===== src/rtl/adder_share_arbiter.sv =====
// Round-robin arbiter that time-shares one ripple-carry adder among NUM_REQ
// requesters and returns each tagged result through a valid/ready channel.
module adder_share_arbiter #(
    parameter int NUM_REQ = 4,
    parameter int WIDTH   = 32,
    parameter int ID_W    = $clog2(NUM_REQ)
) (
    input  logic                     clk,
    input  logic                     rst,
    input  logic [NUM_REQ-1:0]       req_valid,
    output logic [NUM_REQ-1:0]       req_ready,
    input  logic [NUM_REQ*WIDTH-1:0] req_a,
    input  logic [NUM_REQ*WIDTH-1:0] req_b,
    input  logic [NUM_REQ-1:0]       req_cin,
    output logic                     rsp_valid,
    input  logic                     rsp_ready,
    output logic [WIDTH-1:0]         rsp_sum,
    output logic                     rsp_cout,
    output logic [ID_W-1:0]          rsp_id,
    output logic                     busy
);

    typedef enum logic {IDLE, RESP} state_t;

    state_t            state_reg;
    logic [ID_W-1:0]   rr_ptr_reg;
    logic [ID_W-1:0]   rr_ptr_next;
    logic              rsp_valid_reg;
    logic [WIDTH-1:0]  rsp_sum_reg;
    logic              rsp_cout_reg;
    logic [ID_W-1:0]   rsp_id_reg;
    logic              busy_reg;

    logic [NUM_REQ-1:0] ge_mask;
    logic [NUM_REQ-1:0] hi_req;
    logic [NUM_REQ-1:0] hi_first;
    logic [NUM_REQ-1:0] all_first;
    logic [NUM_REQ:0]   hi_seen;
    logic [NUM_REQ:0]   all_seen;
    logic [NUM_REQ-1:0] grant_onehot;
    logic [ID_W-1:0]    grant_id;
    logic               can_grant;
    logic               any_req;
    logic               transfer;

    logic [WIDTH-1:0]   sel_a;
    logic [WIDTH-1:0]   sel_b;
    logic               sel_cin;
    logic [WIDTH:0]     carry;
    logic [WIDTH-1:0]   add_sum;

    // Two-pass priority: first valid index at or above rr_ptr, else the
    // lowest valid index overall (the wrap-around case).
    assign hi_seen[0]  = 1'b0;
    assign all_seen[0] = 1'b0;

    generate
        for (genvar gi = 0; gi < NUM_REQ; gi++) begin : g_arb
            assign ge_mask[gi]      = (ID_W'(gi) >= rr_ptr_reg);
            assign hi_req[gi]       = req_valid[gi] & ge_mask[gi];
            assign hi_first[gi]     = hi_req[gi] & ~hi_seen[gi];
            assign hi_seen[gi+1]    = hi_seen[gi] | hi_req[gi];
            assign all_first[gi]    = req_valid[gi] & ~all_seen[gi];
            assign all_seen[gi+1]   = all_seen[gi] | req_valid[gi];
        end
    endgenerate

    assign any_req      = all_seen[NUM_REQ];
    assign grant_onehot = hi_seen[NUM_REQ] ? hi_first : all_first;

    // A held result blocks new grants unless it is being consumed this cycle.
    assign can_grant = !rst && ((state_reg == IDLE) || (rsp_valid_reg && rsp_ready));
    assign req_ready = (can_grant && any_req) ? grant_onehot : '0;
    assign transfer  = |req_ready;

    always_comb begin
        grant_id = '0;
        sel_a    = '0;
        sel_b    = '0;
        sel_cin  = 1'b0;
        for (int i = 0; i < NUM_REQ; i++) begin
            if (grant_onehot[i]) begin
                grant_id = grant_id | ID_W'(i);
                sel_a    = req_a[i*WIDTH +: WIDTH];
                sel_b    = req_b[i*WIDTH +: WIDTH];
                sel_cin  = req_cin[i];
            end
        end
    end

    assign rr_ptr_next = (grant_id == ID_W'(NUM_REQ - 1)) ? '0 : grant_id + 1'b1;

    // Shared datapath: plain bitwise ripple-carry chain.
    assign carry[0] = sel_cin;

    generate
        for (genvar gi = 0; gi < WIDTH; gi++) begin : g_ripple
            assign add_sum[gi]  = sel_a[gi] ^ sel_b[gi] ^ carry[gi];
            assign carry[gi+1]  = (sel_a[gi] & sel_b[gi]) |
                                  (carry[gi] & (sel_a[gi] ^ sel_b[gi]));
        end
    endgenerate

    always_ff @(posedge clk or posedge rst) begin
        if (rst) begin
            state_reg     <= IDLE;
            rr_ptr_reg    <= '0;
            rsp_valid_reg <= 1'b0;
            rsp_sum_reg   <= '0;
            rsp_cout_reg  <= 1'b0;
            rsp_id_reg    <= '0;
            busy_reg      <= 1'b0;
        end else if (transfer) begin
            state_reg     <= RESP;
            rr_ptr_reg    <= rr_ptr_next;
            rsp_valid_reg <= 1'b1;
            rsp_sum_reg   <= add_sum;
            rsp_cout_reg  <= carry[WIDTH];
            rsp_id_reg    <= grant_id;
            busy_reg      <= 1'b1;
        end else if ((state_reg == RESP) && rsp_ready) begin
            // Result consumed, nothing new: data registers keep their value.
            state_reg     <= IDLE;
            rsp_valid_reg <= 1'b0;
            busy_reg      <= 1'b0;
        end
    end

    assign rsp_valid = rsp_valid_reg;
    assign rsp_sum   = rsp_sum_reg;
    assign rsp_cout  = rsp_cout_reg;
    assign rsp_id    = rsp_id_reg;
    assign busy      = busy_reg;

endmodule

===== config.mk =====
export PLATFORM = sky130hd
export DESIGN_NAME = adder_share_arbiter
export DESIGN_NICKNAME = d
export VERILOG_FILES = /design/src/rtl/adder_share_arbiter.sv
export SDC_FILE = /design/constraint.sdc
export NUM_CORES = 1
export LEC_CHECK = 0
export CAP_MARGIN = 5
export CORE_AREA = 2 2 121 123
export DETAILED_ROUTE_END_ITERATION = 7
export DIE_AREA = 0 0 123 125
export MAX_ROUTING_LAYER = met4
export PLACE_DENSITY = 0.71
export SETUP_SLACK_MARGIN = 0.05
export SLEW_MARGIN = 20
export SYNTH_ARGS = -nofsm -noshare
export SYNTH_HDL_FRONTEND = slang
export SYNTH_SLANG_ARGS = --single-unit

===== constraint.sdc =====
create_clock -name clk -period 17.5 [get_ports clk]
set_input_delay 4.375 -clock clk [delete_from_list [all_inputs] [get_ports clk]]
set_output_delay 4.375 -clock clk [all_outputs]
set_load 0.005 [all_outputs]

==> flow_metrics.env <==
export IMPL_final_cells=913
export IMPL_slew_limit_headroom=0.3153
export IMPL_die_area_um2=15380
export IMPL_synth_async_reset_ratio=1.000
export IMPL_p_comb_frac=0.660
export IMPL_rows=44
export IMPL_dp_cells=898
export IMPL_dp_hpwl_um=15400
export IMPL_largest_register_ff_count=32
export IMPL_wl_per_cell_um=20.38
export IMPL_firstDrtPassIters=4
export IMPL_grt_usage=0.2432
export IMPL_vdd_drop_max_v=0.00004683
export IMPL_final_area_um2=7511
export IMPL_cts_made_buffers=5
export IMPL_drtIter0Drc=218
export IMPL_ys_top_cells_by_area="dfrtp_1 (24%), fa_1 (16%), a221oi_1 (11%)"
export IMPL_cp_buffers_inverters=4
export IMPL_insertion_delay_ps=280
export IMPL_gp_congestion=0.9770
export IMPL_grt_overflow_total=0
export IMPL_cp_end_kind="register"
export IMPL_syn_inst=423
export IMPL_grt_pass1_wl_um=27320
export IMPL_p_total_uw=744.9
export IMPL_drc=0
export IMPL_tightest_slew_ps=1027
export IMPL_die_x_um=123
export IMPL_p_switching_uw=281.6
export IMPL_h_tree_depth=2
export IMPL_ys_flop_type="dfrtp_1"
export IMPL_setup_worst_path_start="req_valid[1]"
export IMPL_required_ps=17680
export IMPL_fin_skew_ps=4.956
export IMPL_place_area_um2=7278
export IMPL_drv_cap=0
export IMPL_cp_start_kind="input pin"
export IMPL_post_route_cells_drive_above_1_share=0.1614
export IMPL_sw_frac_of_total=0.3781
export IMPL_clkTransAtPathRegs_ps=60
export IMPL_crit_arrival_ps=17300
export IMPL_post_route_min_period_ps=17130
export IMPL_power_density_nw_per_um2=99.17
export IMPL_finalNetCount=1023
export IMPL_setup_viol=0
export IMPL_synth_top_area_frac=0.2437
export IMPL_seqPwrFrac=0.204
export IMPL_hp_class="reg2reg"
export IMPL_syn_area_um2=3901
export IMPL_hold_violations=0
export IMPL_synth_most_common_cell="nor2_1"
export IMPL_clockPowerShare=0.136
export IMPL_viasPerCell=5.164
export IMPL_synth_top_area_cell="dfrtp_1"
export IMPL_p_leak_uw=0.002831
export IMPL_crit_path_frequent_cell="fa_2"
export IMPL_root_buffer="clkbuf_16"
export IMPL_syn_nets=722
export IMPL_rsz0062_at_grt="false"
export IMPL_die_h_um=125
export IMPL_yosysWarnings=0
export IMPL_syn2layout_area_growth_pct=92.53
export IMPL_grt_start_max_net_pins=70
export IMPL_fmax_mhz=58.39
export IMPL_hold_start="rsp_cout"
export IMPL_seq_area_frac_synth=0.2437
export IMPL_ioPinCount=308
export IMPL_ys_top_cells_by_count="nor2_1 (72), a221oi_1 (51), a2bb2oi_1 (48), nand2_1 (46), dfrtp_1 (38)"
export IMPL_internal_power_uw=463.3
export IMPL_postRouteAntennaNets=0
export IMPL_r2r_start="rr_ptr_reg[1]"
export IMPL_fin_tns_setup_ps=0
export IMPL_synth_cell_types=32
export IMPL_crit_type="in2reg"
export IMPL_worst_path_max_fanout=5
export IMPL_cts_tree="done"
export IMPL_cp_top_family="adder cells"
export IMPL_synth_edf_count=0
export IMPL_cts_sinks=38
export IMPL_yosys_register_bits=38
export IMPL_core_area_um2=14200
export IMPL_syn_area_per_cell_um2=9.223
export IMPL_drt_wl_total_um=18600
export IMPL_grt_antenna_before_repair=3
export IMPL_finalMaxSlewViolations=0
export IMPL_start_util=0.2747
export IMPL_grt_pass1_vias=4935
export IMPL_crit_path_top_delay_cell="fa_1"
export IMPL_portBuffers=307
export IMPL_num_vias=4715
export IMPL_critPathMaxStageDelay_ps=410
export IMPL_status="complete, no violations"
export IMPL_clock_path_buffers=2
export IMPL_post_route_period_util=0.9787
export IMPL_cts_hold_buf=0
placed cells by master, fill, tap and decap left out, types with 2 or more instances in the layout:
cell / synthesis / layout
nor3_1: 2 / 2
clkdlybuf4s50_1: 0 / 303
buf_4: 5 / 31
o21ai_1: 6 / 7
clkbuf_8: 0 / 3
a221oi_2: 14 / 16
nor2_1: 72 / 69
clkbuf_16: 0 / 5
inv_2: 0 / 4
and2_1: 2 / 2
a2bb2oi_1: 48 / 47
fa_2: 0 / 31
dfrtp_1: 38 / 38
clkdlybuf4s15_2: 0 / 2
a221oi_1: 51 / 49
diode_2: 0 / 4
nor2_4: 0 / 2
o21ai_0: 35 / 34
buf_2: 13 / 2
nand2_1: 46 / 46
a2bb2oi_2: 13 / 14
worst paths after layout:
check	end	slack, ps	depth (start not counted)
max	rsp_sum[31]	370	43
min	rsp_cout	480	2
max reg2reg	rsp_sum[31]	3930	42
min reg2reg	rsp_cout	480	2
max in group asynchronous	rsp_sum[18]	12310	2
min in group asynchronous	busy	4650	2
stage by stage:
step	setup WS, ps	hold WS, ps	utilization
5_1_grt	79.04	507.6	0.5286
3_5_place_dp	-556.4	467.2	0.5124
2_1_floorplan	101.4	462.8	-
4_1_cts	62.88	481.1	0.5281
6_report	373.6	478.2	0.5288
3_3_place_gp	-454.4	464.0	0.5124
metal layers:
metal  GRT usage  part of all wire  up-vias
li1            -                 -     2213
met1      0.2787              0.38     2239
met2      0.4264              0.51      240
met3     0.04745             0.080       23
met4     0.07019             0.022        0
met5           -                 0        -
layout make-up:
| class | count | area (um^2) |
|---|---|---|
| sequential | 38 | 950.9 |
| fill | 1277 | 6693 |
| clock buffer | 8 | 166.4 |
| tap | 184 | 230.2 |
| timing repair buffer | 338 | 3298 |
| multi-input combinational | 335 | 2833 |
| inverter | 6 | 22.52 |
| antenna | 4 | 10.01 |
worst min-delay path, cell delays in order, from the launching register on:
cell and delay (ps):
dfrtp_1 340, nand2_1 50, nand2_1 50
cells by family (layout without fill, tap and decap cells):
family,count (synthesis),after routing,synth area share
buffers and inverters,50,352,0.06671
and+or+nand+nor,126,126,0.1260
other,0,4,0
adders and majority gates,32,32,0.1642
AOI/OAI and AO/OA,177,177,0.3993
DFF,38,38,0.2437
timing repair:
action                     4_1_cts  5_1_grt
resized for setup               28        0
setup buffers                    3        0
pin swaps                       41       18
setup endpoints to repair        2        3
power groups by stage:
stage                     registers [uW]  clock network [uW]  logic (uW)
after global placement               152                   0         478
after floorplan                      153                   0         260
after CTS                            153                 103         500
after global routing                 157                 108         547
after detailed placement             154                   0         490
final                                152                 101         492
Power figures use the tool's default switching activity.
